$ cat config.mk
export PLATFORM = sky130hd
export DESIGN_NAME = enemy_fire_arbiter
export DESIGN_NICKNAME = d
export VERILOG_FILES = /design/src/rtl/enemy_fire_arbiter_pkg.sv /design/src/rtl/enemy_fire_arbiter_slot.sv /design/src/rtl/enemy_fire_arbiter.sv
export SDC_FILE = /design/constraint.sdc
export NUM_CORES = 1
export LEC_CHECK = 0
export BUFFER_PORTS_ARGS = -buffer_cell sky130_fd_sc_hd__clkbuf_2
export CORE_MARGIN = 4
export CORE_UTILIZATION = 51
export CTS_CLUSTER_DIAMETER = 80
export DETAILED_ROUTE_END_ITERATION = 10
export PLACE_DENSITY = 0.77
export SETUP_SLACK_MARGIN = 0.3
export SLEW_MARGIN = 10
export SYNTH_ARGS = -nofsm -noshare
export SYNTH_HDL_FRONTEND = slang
export SYNTH_SLANG_ARGS = --single-unit
$ cat constraint.sdc
create_clock -name clk -period 2.2 [get_ports clk]
set_input_delay 0.66 -clock clk [delete_from_list [all_inputs] [get_ports clk]]
set_output_delay 0.66 -clock clk [all_outputs]
set_load 0.005 [all_outputs]
$ cat src/rtl/enemy_fire_arbiter_pkg.sv
// Shared game package: slot/ship counts, screen and spawn constants,
// fire arbiter state encoding and the round-robin pick helper.
package enemy_fire_arbiter_pkg;

  localparam int unsigned NUM_SLOTS = 2;
  localparam int unsigned NUM_SHIPS = 3;
  localparam int unsigned X_W       = 10;
  localparam int unsigned Y_W       = 9;

  localparam int unsigned SCREEN_W  = 640;
  localparam int unsigned SCREEN_H  = 480;

  localparam logic [X_W-1:0] SPAWN_A_X = 10'd96;
  localparam logic [X_W-1:0] SPAWN_B_X = 10'd304;
  localparam logic [X_W-1:0] SPAWN_C_X = 10'd512;
  localparam logic [Y_W-1:0] SPAWN_Y   = 9'd32;

  typedef enum logic [1:0] {
    ST_IDLE,
    ST_ARB,
    ST_LAUNCH,
    ST_COOLDOWN
  } fire_state_e;

  // Round-robin pick: search starts at the ship after the last grant,
  // wrapping C back to A. Returns one-hot, or zero when nobody requests.
  function automatic logic [NUM_SHIPS-1:0] rr_pick(
    input logic [NUM_SHIPS-1:0] req,
    input logic [NUM_SHIPS-1:0] last
  );
    logic [NUM_SHIPS-1:0] pick;
    case (last)
      3'b001:  pick = req[1] ? 3'b010 : req[2] ? 3'b100 : req[0] ? 3'b001 : 3'b000;
      3'b010:  pick = req[2] ? 3'b100 : req[0] ? 3'b001 : req[1] ? 3'b010 : 3'b000;
      default: pick = req[0] ? 3'b001 : req[1] ? 3'b010 : req[2] ? 3'b100 : 3'b000;
    endcase
    return pick;
  endfunction

endpackage

$ cat src/rtl/enemy_fire_arbiter_slot.sv
// One enemy bullet slot: load at the muzzle, move down per frame,
// kill on hit or when the bullet leaves the screen.
module enemy_bullet_slot
  import enemy_fire_arbiter_pkg::*;
#(
  parameter int unsigned BULLET_SPEED = 4,
  parameter int unsigned Y_LIMIT      = 480
) (
  input  logic           clk,
  input  logic           reset,
  input  logic           load_i,
  input  logic           move_i,
  input  logic           clear_i,
  input  logic [X_W-1:0] load_x_i,
  input  logic [Y_W-1:0] load_y_i,
  output logic [X_W-1:0] x_o,
  output logic [Y_W-1:0] y_o,
  output logic           active_o
);

  logic [X_W-1:0] x_q, x_d;
  logic [Y_W-1:0] y_q, y_d;
  logic           active_q, active_d;
  logic [Y_W:0]   y_sum;

  // One extra bit so the downward step can never wrap the 9-bit y.
  assign y_sum = {1'b0, y_q} + (Y_W+1)'(BULLET_SPEED);

  // Next slot contents: hit kill beats load, load beats movement.
  always_comb begin
    x_d      = x_q;
    y_d      = y_q;
    active_d = active_q;
    if (clear_i) begin
      active_d = 1'b0;
    end else if (load_i) begin
      x_d      = load_x_i;
      y_d      = load_y_i;
      active_d = 1'b1;
    end else if (move_i && active_q) begin
      if (y_sum[Y_W] || (32'(y_sum) >= Y_LIMIT)) begin
        active_d = 1'b0;
      end else begin
        y_d = y_sum[Y_W-1:0];
      end
    end
  end

  // Slot registers with synchronous reset.
  always_ff @(posedge clk) begin
    if (reset) begin
      x_q      <= '0;
      y_q      <= '0;
      active_q <= 1'b0;
    end else begin
      x_q      <= x_d;
      y_q      <= y_d;
      active_q <= active_d;
    end
  end

  assign x_o      = x_q;
  assign y_o      = y_q;
  assign active_o = active_q;

endmodule

$ cat src/rtl/enemy_fire_arbiter.sv
// Enemy fire arbiter: round-robin choice among three ships, launches
// into the lowest free bullet slot, then waits a frame-based cooldown.
module enemy_fire_arbiter
  import enemy_fire_arbiter_pkg::*;
#(
  parameter int unsigned BULLET_SPEED = 4,
  parameter int unsigned COOLDOWN     = 30,
  parameter int unsigned Y_LIMIT      = 480,
  parameter int unsigned X_OFFSET     = 8,
  parameter int unsigned Y_OFFSET     = 16
) (
  input  logic                 clk,
  input  logic                 reset,
  input  logic                 frame_tick,
  input  logic [NUM_SHIPS-1:0] fire_req,
  input  logic [X_W-1:0]       enemy_A_x,
  input  logic [X_W-1:0]       enemy_B_x,
  input  logic [X_W-1:0]       enemy_C_x,
  input  logic [Y_W-1:0]       enemy_A_y,
  input  logic [Y_W-1:0]       enemy_B_y,
  input  logic [Y_W-1:0]       enemy_C_y,
  input  logic [NUM_SLOTS-1:0] hit_clear,
  output logic [NUM_SHIPS-1:0] fire_grant,
  output logic [X_W-1:0]       bullet0_x,
  output logic [X_W-1:0]       bullet1_x,
  output logic [Y_W-1:0]       bullet0_y,
  output logic [Y_W-1:0]       bullet1_y,
  output logic [NUM_SLOTS-1:0] bullet_active
);

  localparam int unsigned CNT_W = $clog2(COOLDOWN + 2);

  fire_state_e          state_q, state_d;
  logic [NUM_SHIPS-1:0] last_grant_q, last_grant_d;
  logic [NUM_SHIPS-1:0] pick_q, pick_d;
  logic [CNT_W-1:0]     cooldown_q, cooldown_d;

  logic [NUM_SLOTS-1:0] slot_active;
  logic [NUM_SLOTS-1:0] free_mask;
  logic [NUM_SLOTS-1:0] launch_sel;
  logic [NUM_SLOTS-1:0] slot_load;
  logic [X_W-1:0]       slot_x [NUM_SLOTS];
  logic [Y_W-1:0]       slot_y [NUM_SLOTS];

  logic [X_W-1:0]       ship_x;
  logic [Y_W-1:0]       ship_y;
  logic [X_W-1:0]       load_x;
  logic [Y_W-1:0]       load_y;

  // A slot being hit this cycle is never a launch target.
  assign free_mask  = ~slot_active & ~hit_clear;
  assign launch_sel = free_mask & (~free_mask + 1'b1);

  // Muzzle position of the ship chosen during arbitration.
  always_comb begin
    ship_x = enemy_A_x;
    ship_y = enemy_A_y;
    if (pick_q[1]) begin
      ship_x = enemy_B_x;
      ship_y = enemy_B_y;
    end else if (pick_q[2]) begin
      ship_x = enemy_C_x;
      ship_y = enemy_C_y;
    end
  end

  assign load_x = X_W'(ship_x + X_OFFSET);
  assign load_y = Y_W'(ship_y + Y_OFFSET);

  // FSM state and bookkeeping registers.
  always_ff @(posedge clk) begin
    if (reset) begin
      state_q      <= ST_IDLE;
      last_grant_q <= 3'b100;
      pick_q       <= '0;
      cooldown_q   <= '0;
    end else begin
      state_q      <= state_d;
      last_grant_q <= last_grant_d;
      pick_q       <= pick_d;
      cooldown_q   <= cooldown_d;
    end
  end

  // Next-state logic: request check, arbitration, launch, frame cooldown.
  always_comb begin
    state_d      = state_q;
    last_grant_d = last_grant_q;
    pick_d       = pick_q;
    cooldown_d   = cooldown_q;
    case (state_q)
      ST_IDLE: begin
        if ((fire_req != '0) && !(&slot_active)) state_d = ST_ARB;
      end
      ST_ARB: begin
        if (fire_req == '0) begin
          state_d = ST_IDLE;
        end else begin
          pick_d  = rr_pick(fire_req, last_grant_q);
          state_d = ST_LAUNCH;
        end
      end
      ST_LAUNCH: begin
        if (|free_mask) begin
          last_grant_d = pick_q;
          cooldown_d   = CNT_W'(COOLDOWN);
          state_d      = ST_COOLDOWN;
        end else begin
          state_d = ST_IDLE;
        end
      end
      ST_COOLDOWN: begin
        if (frame_tick) begin
          if (cooldown_q <= CNT_W'(1)) begin
            cooldown_d = '0;
            state_d    = ST_IDLE;
          end else begin
            cooldown_d = cooldown_q - 1'b1;
          end
        end
      end
      default: state_d = ST_IDLE;
    endcase
  end

  // Grant pulse and slot load; reset suppresses both in the same cycle.
  always_comb begin
    fire_grant = '0;
    slot_load  = '0;
    if ((state_q == ST_LAUNCH) && !reset && (|free_mask)) begin
      fire_grant = pick_q;
      slot_load  = launch_sel;
    end
  end

  for (genvar gi = 0; gi < NUM_SLOTS; gi++) begin : g_slot
    enemy_bullet_slot #(
      .BULLET_SPEED(BULLET_SPEED),
      .Y_LIMIT     (Y_LIMIT)
    ) u_slot (
      .clk     (clk),
      .reset   (reset),
      .load_i  (slot_load[gi]),
      .move_i  (frame_tick),
      .clear_i (hit_clear[gi]),
      .load_x_i(load_x),
      .load_y_i(load_y),
      .x_o     (slot_x[gi]),
      .y_o     (slot_y[gi]),
      .active_o(slot_active[gi])
    );
  end

  assign bullet0_x     = slot_x[0];
  assign bullet0_y     = slot_y[0];
  assign bullet1_x     = slot_x[1];
  assign bullet1_y     = slot_y[1];
  assign bullet_active = slot_active;

endmodule

# Word level (Yosys, flattened, before mapping)
# Index checks and enable logic that the tools add are counted.
[word_totals]
ff_bits = 53
input_bits = 65
output_inout_bits = 43
elab_cells = 107
[op_classes]
add_sub_neg = 6
magnitude_cmp = 3
n_eq_ne = 11
n_mux = 38
bitwise = 8
reduce_logical = 31
[ops]
columns = ["op", "count"]
rows = [
  ["9-bit two-way mux", 8],
  ["3-bit two-way mux", 7],
  ["9-bit by 3-bit adder with 10-bit output (second input constant)", 2],
  ["10-bit by 9-bit >= comparator with 1-bit output (second input constant)", 2],
  ["10-bit two-way mux", 2],
  ["2-bit two-way mux", 8],
  ["5-bit two-way mux", 3],
  ["2-bit AND reduction", 7],
  ["2-bit != test (second input constant)", 6],
  ["3-bit AND reduction", 4],
  ["10-bit by 4-bit adder with 10-bit output (second input constant)", 1],
  ["5-bit case mux with 2 select lines", 1],
  ["2-bit nonzero test", 5],
  ["9-bit by 5-bit adder with 9-bit output (second input constant)", 1],
  ["2-bit case mux with 4 select lines", 1],
  ["1-bit two-way mux", 7],
  ["2-bit NOT", 3],
  ["3-bit case mux with 2 select lines", 1],
  ["2-bit OR reduction", 3],
  ["5-bit by 1-bit less-or-equal comparator with 1-bit output (second input constant)", 1],
  ["1-bit logical AND", 5],
  ["5-bit by 1-bit subtractor with 5-bit output (second input constant)", 1],
  ["2-bit AND", 2],
  ["2-bit equality test (second input constant)", 2],
  ["10 further kinds", 14],
]

# Logic depth before layout (Yosys ltp)
# Gate-level depths: netlist (run 1).
[logic_depth]
ltp_word = 8
ltp_mapped = 10
depth_no_buf = 8

# Cells and area by module
# Synthesis (run 1) repeated with hierarchy kept, for this count alone.
[hier_totals]
hier_cells = 455
area_unflattened_um2 = 3597.2
[modules_own_cells]
columns = ["module", "instances", "cells_per_inst", "area_per_inst_um2", "seq_area_each_um2"]
rows = [
  ["enemy_bullet_slot", 2, 138, 1128.6, 400.4],
  ["enemy_fire_arbiter", 1, 179, 1340.0, 260.2],
]

# Worst setup path after synthesis (run 1)
# No wires, ideal clock.
[synth_path]
path_kind = "register to output"
start = "register pick_q[1]"
end = "output fire_grant[1]"
arrival_ns = 1.360
required_time_ns = 1.540
slack_ns = 0.180
stages_incl_launch_ff = 5
n_path_buf = 3
path_cell_list = "dfxtp_1 > clkbuf_1 > clkbuf_1 > clkbuf_1 > and3_1"
[synth_via]
elab_chain_cells = 1
[synth_rtl]
columns = ["item", "line", "text"]
rows = [
  ["start, declared", "enemy_fire_arbiter.sv:35", "logic [NUM_SHIPS-1:0] pick_q, pick_d;"],
  ["start signal, assigned", "enemy_fire_arbiter.sv:80", "pick_q <= pick_d;"],
  ["3-bit two-way mux", "enemy_fire_arbiter.sv:130", "if ((state_q == ST_LAUNCH) && !reset && (|free_mask)) begin"],
  ["end, declared", "enemy_fire_arbiter.sv:23", "output logic [NUM_SHIPS-1:0] fire_grant,"],
]
# Every way passes these cells.

# Final worst setup path (run 1)
[layout_path]
start = "input hit_clear[1]"
end = "output fire_grant[1]"
[layout_via]
elab_chain_cells = 5
[layout_rtl]
columns = ["item", "line", "text"]
rows = [
  ["start, declared", "enemy_fire_arbiter.sv:22", "input logic [NUM_SLOTS-1:0] hit_clear,"],
  ["2-bit NOT", "enemy_fire_arbiter.sv:51", "assign free_mask = ~slot_active & ~hit_clear;"],
  ["2-bit AND", "enemy_fire_arbiter.sv:51", ""],
  ["2-bit OR reduction", "enemy_fire_arbiter.sv:130", ""],
  ["1-bit logical AND", "enemy_fire_arbiter.sv:130", ""],
  ["3-bit two-way mux", "enemy_fire_arbiter.sv:130", ""],
]
# Every way passes these cells.

==> reports/metrics.cfg, run 1 <==
[outcome]
status = finished, final reports clean

[route]
vias_per_cell = 5.80
routed_wl_mm = 10.2
drt_iter0_markers = 181
drc = 0
ant_nets = 0
wl_per_cell_um = 16.6
num_vias = 3566
drtPass1Iterations = 5

[yosys]
netlist_top_cells_area = dfxtp_1 (33%), mux2i_1 (7.6%), a21oi_1 (7.3%), nor2_1 (6.2%), nand2_1 (5.2%)
syn_area_mm2 = 0.00317
ys.flop_type = dfxtp_1
synth.most_common_cell = dfxtp_1
synth_edf_count = 0
syn_inst = 405
synth_fp_nets = 478
synth_seq_area_share_pct = 33.5
avgSynthCellArea_um2 = 7.83
netlist.top_cell.by_area = dfxtp_1
ys_ff_latch = 53
ys_top_cells_by_count = dfxtp_1 (53), nor2_1 (52), a21oi_1 (46), nand2_1 (44), o21ai_0 (27)
yosysWarnings = 0
synth_cell_type_count = 58
synth_top_cell_area_share_pct = 33.5
async_flop_share_pct = 0

[power]
power_mw = 2.24
powerDensity_mw_per_mm2 = 497
p_leak_nw = 1.90
ir_worst_vdd_mv = 0.327

[worst_setup_path]
end_kind = output port
critPathKind = primary input to output port
cp_data_required_time_ns = 1.54
worstPathMaxFanout = 4
startpoint_type = primary input
cp.arrival_ns = 1.38

[floorplan]
die_w_um = 86.8
fp.dieH_um = 86.8
initial_utilization_pct = 52.9
ioPinCount = 108
core-area_mm2 = 0.00599
rows = 28
dieArea_mm2 = 0.00754

[global_route]
track_usage_pct = 23.5
grt_max_degree = 32
grt_pass1_wl_mm = 14.4
antenna_found_initial = 0
grt_pass1_vias = 3186
grt_overflow = 0

[final_layout]
drive_gt1_share_pct = 42.0
multi_input_area_mm2 = 0.00221
syn_to_final_growth_pct = 42.1
area.sequential_mm2 = 0.00110
fill_cells = 427
post-route-cell-area_mm2 = 0.00450
n_antenna_cell = 0
nets = 612
fin_util_pct = 75.2

[sta]
min_period_over_period_pct = 92.8
worst_pin_slew_ns = 0.601
rsz0062_at_grt = yes
maxSlewViolCount = 0
fin_setup_tns_ns = 0
fin_worst_skew_ns = 0.00393
setup_violations = 0
finalCriticalPeriod_ns = 2.04
hold_violations = 0
slew_headroom_pct = 59.7
fmax_mhz = 490

[min_path]
hp-class = register to register

[clocking]
insertion_delay_ns = 0.31
ctsLongestPathBuffers = 2
cts_sinks = 53
cts_buffers = 5
cts_tree = built
path_clk_slew_ns = 0.10
cts_hold_buf = 0
htreeDepth = 2
cts-root-buf = clkbuf_8

[job]
cap_viol_max_count = 0

[placed_design]
finalWeightedCongestion = 0.829
dp_hpwl_mm = 6.66
portBuffers = 107
place_area_mm2 = 0.00386

layout make-up:
type                    count  area share [%]
clock buffers               6            1.83
repair buffers            152            21.1
flip-flops and latches     53            24.4
inverters                   7           0.583
well taps                  75            2.08
clock inverters             2           0.834
multi-input cells         320            49.2
final timing paths:
kind | start | to | slack, ns | cells past startpoint
worst max-delay path | hit_clear[1] | fire_grant[1] | 0.16 | 5
worst max register to register | g_slot[1].u_slot.y_o[2] | g_slot[1].u_slot.y_o[3] | 0.20 | 7
worst min-delay path | g_slot[1].u_slot.x_o[4] | g_slot[1].u_slot.x_o[4] | 0.47 | 2
worst min register to register | g_slot[1].u_slot.x_o[4] | g_slot[1].u_slot.x_o[4] | 0.47 | 2
placed cells by master, fill, tap and decap left out, types with 3 or more instances in the layout:
cell	n
clkbuf_2	103
nor2_1	47
nand2_1	44
a21oi_1	41
dfxtp_1	39
buf_4	38
o21ai_0	24
mux2i_1	22
nand3_1	19
and3_1	9
nor3_1	8
dfxtp_4	8
inv_1	7
clkbuf_8	7
dfxtp_2	6
nor2_4	5
o32ai_2	5
ha_1	5
o21ai_1	4
a31oi_1	4
a211oi_1	4
buf_6	4
and2b_2	3
a21oi_2	3
mux2_2	3
xnor2_2	3
nand4_1	3
nor4_2	3
xnor2_1	3
xor2_1	3
a211oi_2	3
critical path, cell delays in order:
cell	delay, ns
clkbuf_16	0.12
nor2_4	0.10
o21a_1	0.21
and3_1	0.18
buf_2	0.11
metrics by stage:
stage	hold slack, ns	setup WS [ns]	cells
after floorplan	0.441	0.305	405
after global placement	0.447	0.112	584
after detailed placement	0.453	0.0623	584
after CTS	0.469	0.159	603
after global routing	0.501	0.115	615
final	0.469	0.158	615
logic make-up after synthesis:
family                   share of synthesized area, %
AO/OA/AOI/OAI                                    21.3
XOR/XNOR                                         2.49
adder cells (fa/ha/maj)                          3.16
buffers and inverters                            5.17
flip-flops                                       33.5
multiplexers                                     8.65
AND/OR/NAND/NOR                                  25.8
where the power goes:
group          internal [mW]  switching [mW]
clock                  0.370           0.335
sequential             0.994          0.0426
combinational          0.229           0.267
state kept, by name, summed over array words and instances, names as in the netlist:
| signal | cells |
|---|---|
| g_slot.u_slot.y_o | 18 |
| cooldown_q | 5 |
| g_slot.u_slot.active_o | 2 |
| last_grant_q | 3 |
| state_q | 2 |
| g_slot.u_slot.x_o | 20 |
| pick_q | 3 |
layer usage:
| layer | share of wire [%] | vias up | GRT usage [%] |
|---|---|---|---|
| li1 | - | 1722 | - |
| met3 | 6.1 | 20 | 4.37 |
| met4 | 1.8 | 0 | 5.67 |
| met1 | 41 | 1685 | 28.9 |
| met2 | 51 | 139 | 42.0 |
| met5 | 0 | - | 0 |
timing repair:
item / CTS / global route
pin swaps: 9 / 27
setup buffers: 11 / 11
gates resized for setup: 25 / 57
setup endpoints to repair: 23 / 25
gates cloned: 0 / 1
(Power assumes the default switching activity.)
==> run 2, diff against run 1 <==
--- a/config.mk
+++ b/config.mk
@@ -6,11 +6,13 @@
 export NUM_CORES = 1
 export LEC_CHECK = 0
 export BUFFER_PORTS_ARGS = -buffer_cell sky130_fd_sc_hd__clkbuf_2
+export CELL_PAD_IN_SITES_DETAIL_PLACEMENT = 2
+export CELL_PAD_IN_SITES_GLOBAL_PLACEMENT = 2
 export CORE_MARGIN = 4
-export CORE_UTILIZATION = 51
+export CORE_UTILIZATION = 28
 export CTS_CLUSTER_DIAMETER = 80
 export DETAILED_ROUTE_END_ITERATION = 10
-export PLACE_DENSITY = 0.77
+export PLACE_DENSITY = 0.76
 export SETUP_SLACK_MARGIN = 0.3
 export SLEW_MARGIN = 10
 export SYNTH_ARGS = -nofsm -noshare
==> reports/metrics.cfg, run 2 (same netlist as run 1, synthesis figures left out) <==
[outcome]
status = finished, final reports clean

[clocking]
insertion_delay_ns = 0.30  ; about the same
cts_buffers = 5  ; unchanged
cts_tree = built
cts_hold_buf = 0  ; unchanged
ctsLongestPathBuffers = 2  ; unchanged
cts-root-buf = clkbuf_16
cts_sinks = 53  ; unchanged
path_clk_slew_ns = 0.07  ; -0.03 ns
htreeDepth = 2  ; unchanged

[sta]
slew_headroom_pct = 55.3  ; -4.4 points
worst_slack_ns = 0.208  ; +0.0506 ns
rsz0062_at_grt = yes
fin_setup_tns_ns = 0  ; unchanged
finalCriticalPeriod_ns = 1.99  ; -0.0506 ns
setup_violations = 0  ; unchanged
fmax_mhz = 502  ; +2.5%
min_period_over_period_pct = 90.5  ; -2.3 points
hold_violations = 0  ; unchanged
worst_pin_slew_ns = 0.664  ; +0.0632 ns
fin_worst_skew_ns = 0.00572  ; +0.00179 ns
maxSlewViolCount = 0  ; unchanged

[route]
drc = 0  ; unchanged
wl_met1_mm = 6.01  ; +44%
met2WireLength_mm = 7.81  ; +49%
routed_wl_mm = 14.8  ; +45%
vias_per_cell = 5.33  ; -8.1%
highest_layer = met4
dr_wl_met3_um = 629  ; +0.64%
ant_nets = 0  ; unchanged
drt_iter0_markers = 159  ; -12%
wl_per_cell_um = 21.4  ; +29%
drtPass1Iterations = 4  ; -1
num_vias = 3692  ; +3.5%

[job]
cap_viol_max_count = 0  ; unchanged

[floorplan]
fp.dieH_um = 114  ; +32%
rows = 38  ; +36%
die_w_um = 114  ; +32%
ioPinCount = 108  ; unchanged
core-area_mm2 = 0.0109  ; +83%
dieArea_mm2 = 0.0131  ; +74%
initial_utilization_pct = 29.0  ; -24 points

[power]
ir_worst_vdd_mv = 0.313  ; -4.1%
switching_share_pct = 31.2  ; +2.4 points
p_leak_nw = 1.98  ; +4.1%
internal-power_mw = 1.69  ; +6.1%
powerDensity_mw_per_mm2 = 515  ; +3.5%
comb_power_share_pct = 24.3  ; +2.2 points
sequentialPowerShare_pct = 42.3  ; -4.0 points
clockPowerShare_pct = 33.4  ; +1.9 points
power.net_switching_mw = 0.768  ; +19%

[final_layout]
fin_util_pct = 43.7  ; -31 points
drive_gt1_share_pct = 45.9  ; +3.9 points
post-route-cell-area_mm2 = 0.00478  ; +6.1%
mostFrequentLayoutCell = clkbuf_2
final_cell_mix = clkbuf_2 (103), buf_4 (49), nor2_1 (46)
largest_register_ffs = 20  ; unchanged
n_antenna_cell = 0  ; unchanged
syn_to_final_growth_pct = 50.7
nets = 625  ; +2.1%

[placed_design]
portBuffers = 107  ; unchanged
place_ws_ns = -0.0214  ; -0.0838 ns
finalWeightedCongestion = 0.841  ; +1.4%
place_area_mm2 = 0.00402  ; +4.1%
dp_hpwl_mm = 9.41  ; +41%

[worst_setup_path]
critPathKind = register to output port
cp.arrival_ns = 1.33  ; -0.05 ns
cp_slowest_cell = dfxtp_4
end_kind = output port
worstPathMaxFanout = 5  ; +1
cp_data_required_time_ns = 1.54  ; about the same
startpoint_type = register
max_stage_delay_ns = 0.34  ; +0.13 ns
path_cells = and2b_2, o21a_4, and3_4, buf_6

[min_path]
hp-class = register to register

[global_route]
antenna_found_initial = 0  ; unchanged
grt_pass1_vias = 4034  ; +27%
grt_pass1_wl_mm = 20.6  ; +43%
track_usage_pct = 19.7  ; -3.8 points
grt_overflow = 0  ; unchanged
grt_max_degree = 38  ; +19%

## run 2: critical path: cells and delay by family (launching register included)
family	cells	cell delay, ns
compound gates	1	0.17
buf+inv	1	0.09
flops	1	0.34
simple gates	2	0.44
## run 2: area by class of cell
| type | instances | area [um2] |
|---|---|---|
| fillers | 1210 | 6160 |
| multi-input cells | 320 | 2280 |
| flip-flops and latches | 53 | 1100 |
| clock inverters | 3 | 25.0 |
| well taps | 140 | 175 |
| clock buffers | 5 | 125 |
| inverters | 7 | 26.3 |
| repair buffers | 165 | 1040 |
## run 2: metrics by stage
stage	instances	hold WS [ns]	total power, mW
2_1_floorplan	405	0.441	1.31
3_3_place_gp	658	0.442	1.51
3_5_place_dp	658	0.449	1.54
4_1_cts	678	0.477	2.40
5_1_grt	693	0.516	2.58
6_report	693	0.484	2.46
## run 2: layer usage
metal,vias to the layer above,track usage (%)
li1,1749,-
met1,1810,22.6
met2,103,36.2
met3,30,4.18
met4,0,6.10
met5,-,0
## run 2: timing repair
item	4_1_cts	5_1_grt
resized for setup	42	60
hold endpoints to repair	0	0
gates cloned	0	1
buffers inserted	12	14
endpoints found under the setup margin	27	26
pin swaps	9	21
## run 2: path summary, 6_finish.rpt
path,from,endpoint,slack (ns),cells past startpoint
min,g_slot[0].u_slot.x_o[4],g_slot[0].u_slot.x_o[4],0.48,2
max reg2reg,g_slot[1].u_slot.y_o[3],g_slot[1].u_slot.y_o[4],0.25,6
min reg2reg,g_slot[0].u_slot.x_o[4],g_slot[0].u_slot.x_o[4],0.48,2
max,state_q[0],fire_grant[0],0.21,4
## run 2: power groups by stage
stage	clock network, mW	registers, mW	logic (mW)
6_report	0.821	1.04	0.598
5_1_grt	0.883	1.05	0.648
4_1_cts	0.845	1.04	0.519
3_5_place_dp	0	1.06	0.476
3_3_place_gp	0	1.06	0.450
2_1_floorplan	0	1.05	0.258
